[src/rtl/lut_pkg.sv]
// Shared definitions for the programmable lookup table: power-up table
// contents, FSM state encoding and the reset-entry helper.
package lut_pkg;

  // Power-up contents of the first 16 entries (8 bits each).
  localparam logic [7:0] DEFAULT_TABLE [16] = '{
    8'h09, 8'h03, 8'h1F, 8'h19, 8'h08, 8'h06, 8'h0C, 8'h0C,
    8'h03, 8'h01, 8'h0A, 8'h04, 8'h05, 8'h1D, 8'h09, 8'h08
  };

  typedef enum logic {
    IDLE = 1'b0,
    SCAN = 1'b1
  } lut_state_t;

  // Reset value of entry addr, truncated to out_w bits; entries past the
  // default table reset to zero.
  function automatic logic [31:0] default_entry(input int unsigned addr,
                                                input int unsigned out_w);
    logic [31:0] v;
    v = (addr < 16) ? {24'h0, DEFAULT_TABLE[addr[3:0]]} : 32'h0;
    if (out_w < 32) v = v & ((32'h1 << out_w) - 32'h1);
    return v;
  endfunction

endpackage

[src/rtl/lut_mem.sv]
// Table storage: reloads the default contents on reset, one write port,
// and a combinational read that returns the data being written this cycle
// when read and write hit the same address.
module lut_mem
  import lut_pkg::*;
#(
  parameter int IN_W  = 4,
  parameter int OUT_W = 5
) (
  input  logic             clk,
  input  logic             rst,
  input  logic             wr_en,
  input  logic [IN_W-1:0]  wr_addr,
  input  logic [OUT_W-1:0] wr_data,
  input  logic [IN_W-1:0]  rd_addr,
  output logic [OUT_W-1:0] rd_data
);

  localparam int DEPTH = 1 << IN_W;

  logic [OUT_W-1:0] mem [DEPTH];

  // Reset reload of the default table, otherwise apply the write strobe.
  always_ff @(posedge clk) begin
    if (rst) begin
      for (int a = 0; a < DEPTH; a++) begin
        mem[a] <= OUT_W'(default_entry(a, OUT_W));
      end
    end else if (wr_en) begin
      mem[wr_addr] <= wr_data;
    end
  end

  // Write-first bypass so a same-cycle lookup sees the new value.
  always_comb begin
    rd_data = mem[rd_addr];
    if (wr_en && (wr_addr == rd_addr)) rd_data = wr_data;
  end

endmodule

[src/rtl/prog_lut.sv]
// Writable lookup table with a single-entry registered output buffer and a
// self-test scan that emits every entry in address order.
//
// Handshakes: a transfer happens on a rising edge where valid and ready are
// both high. Valid never depends on ready; once out_valid is high, out_data
// and out_addr stay put until the edge where out_ready is also high.
module prog_lut
  import lut_pkg::*;
#(
  parameter int IN_W  = 4,
  parameter int OUT_W = 5
) (
  input  logic             clk,
  input  logic             rst,
  input  logic             wr_en,
  input  logic [IN_W-1:0]  wr_addr,
  input  logic [OUT_W-1:0] wr_data,
  input  logic             in_valid,
  output logic             in_ready,
  input  logic [IN_W-1:0]  in_data,
  output logic             out_valid,
  input  logic             out_ready,
  output logic [OUT_W-1:0] out_data,
  output logic [IN_W-1:0]  out_addr,
  input  logic             scan_start,
  output logic             scan_busy,
  output logic             scan_done,
  output logic             dbg_state
);

  lut_state_t       state;
  logic [IN_W:0]    cnt;       // extra MSB marks "all entries issued"
  logic             free;
  logic             accept;
  logic             issue;
  logic             last_hs;
  logic [IN_W-1:0]  rd_addr;
  logic [OUT_W-1:0] rd_data;

  // The scan holds SCAN through its scan_done cycle, so in_ready stays low
  // until the cycle after the pulse.
  assign free      = !out_valid || out_ready;
  assign in_ready  = free && (state == IDLE);
  assign accept    = in_valid && in_ready;
  assign issue     = (state == SCAN) && free && !cnt[IN_W];
  assign last_hs   = (state == SCAN) && cnt[IN_W] && out_valid && out_ready;
  assign rd_addr   = (state == SCAN) ? cnt[IN_W-1:0] : in_data;
  assign scan_busy = (state == SCAN);
  assign dbg_state = state;

  lut_mem #(.IN_W(IN_W), .OUT_W(OUT_W)) u_mem (
    .clk     (clk),
    .rst     (rst),
    .wr_en   (wr_en),
    .wr_addr (wr_addr),
    .wr_data (wr_data),
    .rd_addr (rd_addr),
    .rd_data (rd_data)
  );

  // FSM, scan counter and output buffer.
  always_ff @(posedge clk) begin
    if (rst) begin
      state     <= IDLE;
      cnt       <= '0;
      out_valid <= 1'b0;
      out_data  <= '0;
      out_addr  <= '0;
      scan_done <= 1'b0;
    end else begin
      scan_done <= 1'b0;
      if (out_valid && out_ready) out_valid <= 1'b0;
      if (accept || issue) begin
        out_valid <= 1'b1;
        out_data  <= rd_data;
        out_addr  <= rd_addr;
      end
      case (state)
        IDLE: begin
          if (scan_start) begin
            state <= SCAN;
            cnt   <= '0;
          end
        end
        SCAN: begin
          if (issue)     cnt       <= cnt + (IN_W+1)'(1);
          if (last_hs)   scan_done <= 1'b1;
          if (scan_done) state     <= IDLE;
        end
        default: state <= IDLE;
      endcase
    end
  end

endmodule

[config.mk]
export PLATFORM = sky130hd
export DESIGN_NAME = prog_lut
export DESIGN_NICKNAME = d
export VERILOG_FILES = /design/src/rtl/lut_pkg.sv /design/src/rtl/lut_mem.sv /design/src/rtl/prog_lut.sv
export SDC_FILE = /design/constraint.sdc
export NUM_CORES = 1
export LEC_CHECK = 0
export CORE_ASPECT_RATIO = 1.2
export CORE_MARGIN = 1
export CORE_UTILIZATION = 45
export DETAILED_ROUTE_END_ITERATION = 16
export GPL_TIMING_DRIVEN = 1
export SLEW_MARGIN = 10
export SYNTH_ARGS = -nofsm -noshare
export SYNTH_HDL_FRONTEND = slang
export SYNTH_SLANG_ARGS = --single-unit
[constraint.sdc]
create_clock -name clk -period 2.5 [get_ports clk]
set_input_delay 0.625 -clock clk [delete_from_list [all_inputs] [get_ports clk]]
set_output_delay 0.625 -clock clk [all_outputs]
set_load 0.03 [all_outputs]
# After elaboration in Yosys (flattened, before gate mapping)
# Memory sizes are Yosys's and may differ from the RTL's. A register that Yosys moved wholly into a read port is not among the register bits.
# Cells that the tools add are included.
# Widths: inputs -> output; s select.
# totals
elab_cells	56
mem_count	1
out_inout_bits	14
ramBits	80
in_bits	19
register_bits	12
# classes
muxes	30
eq_ne	2
bitwise	1
reduce_logical	16
addsub	1
# memory_table
name	words	word_bits	rd	rd_clocked_by_memory_dff	write_ports	line	source
u_mem.mem	16	5	1	1	16	lut_mem.sv:21	logic [OUT_W-1:0] mem [DEPTH];
# op_table
cell	count
$mux 5	15
$mux 1	11
$pmux 5 s2	1
$logic_and 1x1->1	8
$mux 4	2
$add 5x1->5 const B	1
$reduce_or 5->1	1
$logic_not 1->1	2
$logic_or 1x1->1	2
$ne 2x1->1 const B	1
$ne 2x2->1 const B	1
$pmux 1 s2	1
$reduce_and 2->1	1
$reduce_bool 2->1	1
$reduce_or 2->1	1
$not 1->1	1

# Longest topological paths before layout
# Gate-level depths: netlist of the first run.
# depth
word_depth	6
ltp_mapped	7
ltp_nobuf	5

# Modules after synthesis
# Synthesis of the first run repeated with hierarchy kept, for this count alone.
# unflattened
cells_unflattened	360
area_unflattened_um2	4832.1
# by_module_without_submodules
mod	n_inst	cells_each	area_each_um2	seq_area_each_um2
lut_mem	1	268	3980.1	2402.3
prog_lut	1	92	852.1	340.3

# Worst setup path after synthesis of the first run
# Ideal clock, no wire load.
# synth_path
kind	input port to flip-flop
startpoint	input port rst
endpoint	memory u_mem.mem[0][0] (enable)
arrival_time_ns	1.727
setup_ns	0.313
required_ns	2.187
slack_ns	0.461
n_path_buf	1
path_stages	5
cell_sequence	nand2b_1 > or3_1 > clkbuf_1 > nor3_1 > or2_1
# synth_lines
item	line	source
from (decl)	prog_lut.sv:14	input logic rst,
to (decl)	lut_mem.sv:21	

==> metrics.csv, run 1 <==
stage;metric;value;unit
die;core;10060;um2
sta;relSlewSlack;67.05;%
die;io_pins;33;
cts;cts_tree;done;
cts;post_cts_buffers;0;
worst_hold_path;hp-class;reg -> reg;
place;hpwl;8581;um
sta;rsz0062_at_grt;no;
grt;grt_max_degree;23;
grt;gr-usage-all-layers;24.52;%
synth;avgSynthCellArea;11.21;um2
synth;synthesis.nets;439;
sta;setup-tns-final;0;ns
critical_path;worstPathArrival;2.32;ns
critical_path;max_stage_delay;0.51;ns
cts;cts.sinks;97;
grt;grt_pass1_wl;19260;um
die;die_y;113.9;um
power;p_total;3926;uW
synth;synthTopCellsByArea;edfxtp_1 (51%), dfxtp_1 (7.2%), nand2_1 (5.6%), mux2i_1 (4.7%), nor3_1 (4.6%);
synth;synth-seq-area-share;58.38;%
critical_path;worstSetupPathType;in -> reg;
cts;htreeDepth;3;
sta;slew_violations;0;
critical_path;critPathRequiredTime;2.53;ns
detailed_routing;ant_nets;0;
synth;yosys_warnings;0;
critical_path;worstSetupStartpointType;primary input;
critical_path;path_max_fanout;7;
synth;synth_top_flop_cell;edfxtp_1;
sta;setup_viol;0;
sta;finalHoldViolCount;0;
critical_path;endpoint_kind;flip-flop;
cts;cts_buffer_depth;2;
cts;clockRootBuffer;clkbuf_16;
final_layout;fillerInstances;871;
synth;synthCells;419;
synth;yosysTopAreaCell;edfxtp_1;
final_layout;num_antenna_cells;0;
place;place_congestion;0.7981;
place;io_buffers;32;
critical_path;ff2ff_setup_slack;0.39;ns
detailed_routing;wl_per_cell;20.14;um
power;powerDensity;683.5;nW/um2
place;place_ws;-0.1272;ns
final_layout;fin_util;57.10;%
cts;ctsResizeCount;0;
critical_path;startpoint;rst;
detailed_routing;vias;3553;
detailed_routing;drtIter0Drc;259;
sta;layout_min_cycle_time;2.295;ns
synth;netlist_area;4698;um2
cts;cts_made_buffers;9;
place;placedCellCount;594;
die;dieArea;10850;um2
grt;grt-ovfl-total;0;
synth;synth.distinct_cells;43;
sta;fmax;435.7;MHz
grt;grt_pass1_vias;3488;
cts;clkTransAtPathRegs;0.06;ns
sta;setup_ws;0.2046;ns
die;start_util;46.70;%
power;irDropWorstVdd;0.2880;mV
run;cap_violations;0;
synth;async_reset_ff_share;0;%
detailed_routing;drc;0;
cts;cts_hold_buf;0;
synth;synth_commonest_cells;edfxtp_1 (80), nand2_1 (70), nor3_1 (43);
critical_path;rr_worst_depth;7;
die;row_count;40;
critical_path;critPathCapture;u_mem.mem[0][4];
die;die_x;95.28;um
sta;worst_slew_pin_slew;0.4907;ns
final_layout;syn_to_final_growth;22.26;%
synth;synth_edf_count;80;
cts;clk_latency;0.34;ns
synth;yosysMostFrequentCell;edfxtp_1;
sta;post-route-period-util;91.82;%
detailed_routing;wl;12290;um
synth;synth_top_area_share;51.13;%
critical_path;r2r_end;out_data[2];
synth;synth_seq_cells;97;
final_layout;final-instance-count-excl-fill;610;
power;p_leak;0.001994;uW
grt;antenna_found_initial;0;
detailed_routing;via_per_inst;5.825;
critical_path;r2r_start;dbg_state;
run_status;status;complete, no violations;
detailed_routing;drt-pass1-iter-count;4;
critical_path;cp_slowest_cell;or3_1;
final_layout;nets;499;
final_layout;drive_above_1_share;18.18;%
critical_path;crit_chain;clkdlybuf4s50_1 > nand2b_1 > or3_1 > nor3_1 > or2_1;
sta;finClkSkew;0.005532;ns
[worst min path at each step]
stage	from	endpoint	slack, ns	depth (start not counted)
2_1_floorplan	cnt[4]	scan_done	0.46	2
3_3_place_gp	out_valid	scan_done	0.48	2
3_5_place_dp	out_valid	scan_done	0.46	2
4_1_cts	out_valid	scan_done	0.47	2
5_1_grt	out_valid	scan_done	0.49	2
6_report	out_valid	scan_done	0.47	2
[worst max-delay path, delay by kind of cell]
| kind | cells | cell delay [ns] |
|---|---|---|
| simple gates | 4 | 1.22 |
| buf+inv | 1 | 0.48 |
[sequential cells by signal, indices dropped and copies added, names as in the netlist]
signal	count
out_valid	1
u_mem.mem	80
dbg_state	1
out_data	5
scan_done	1
cnt	5
out_addr	4
[layout by cell type (no fill, tap or decap), drive strengths merged, types with 2 or more instances in the layout]
| master | instances |
|---|---|
| dfxtp | 17 |
| buf | 51 |
| nor2b | 3 |
| mux2 | 2 |
| nand3 | 3 |
| inv | 7 |
| nor2 | 29 |
| nand2b | 17 |
| or2 | 15 |
| bufinv | 2 |
| nand2 | 70 |
| a32oi | 20 |
| a211oi | 9 |
| clkbuf | 13 |
| nor3 | 43 |
| o21bai | 6 |
| or3 | 3 |
| xnor2 | 3 |
| a2111oi | 5 |
| clkdlybuf4s50 | 31 |
| edfxtp | 80 |
| xor2 | 3 |
| nand3b | 2 |
| o21ai | 3 |
| nor4 | 7 |
| mux2i | 25 |
| a221oi | 5 |
[power breakdown]
part           internal [uW]  switching (uW)
combinational            241             346
clock                    877             574
sequential              1840            42.9
[kinds of logic (layout without fill, tap and decap cells)]
logic type / Yosys count / count (layout) / synth area share, %
compound gates: 52 / 52 / 9.667
mux: 27 / 27 / 6.232
fa+ha+maj: 1 / 1 / 0.2663
simple gates: 196 / 196 / 20.48
flops: 97 / 97 / 58.38
xor+xnor: 6 / 6 / 1.279
buf+inv: 40 / 105 / 3.702
[metal layers]
metal	wire [um]	global-route usage [%]
met4	244	10.71
met1	5285	32.72
met5	0	0
met3	615	3.067
met2	6141	39.76
[area by class of cell]
type | instances | area (um2) | area share (%)
Sequential cell | 97 | 2743 | 47.75
Multi-Input combinational cell | 282 | 1782 | 31.02
Timing Repair Buffer | 82 | 730.7 | 12.72
Clock buffer | 13 | 240.2 | 4.182
Tap cell | 126 | 157.7 | 2.744
Clock inverter | 3 | 65.06 | 1.133
Inverter | 7 | 26.28 | 0.4574
[through the flow]
step	hold WS (ns)	cell area [um2]
after global placement	0.4756	5439
after CTS	0.4708	5744
final	0.4717	5744
after floorplan	0.4575	4698
after detailed placement	0.4606	5439
after global routing	0.4924	5744
(Power assumes the default switching activity.)
==> inputs of run 2 (changes only) <==
- ABC_CLOCK_PERIOD_IN_PS: default -> 2500
==> results of run 2 <==
Same layout as run 1: the final DEF is identical, and so are final timing and power.
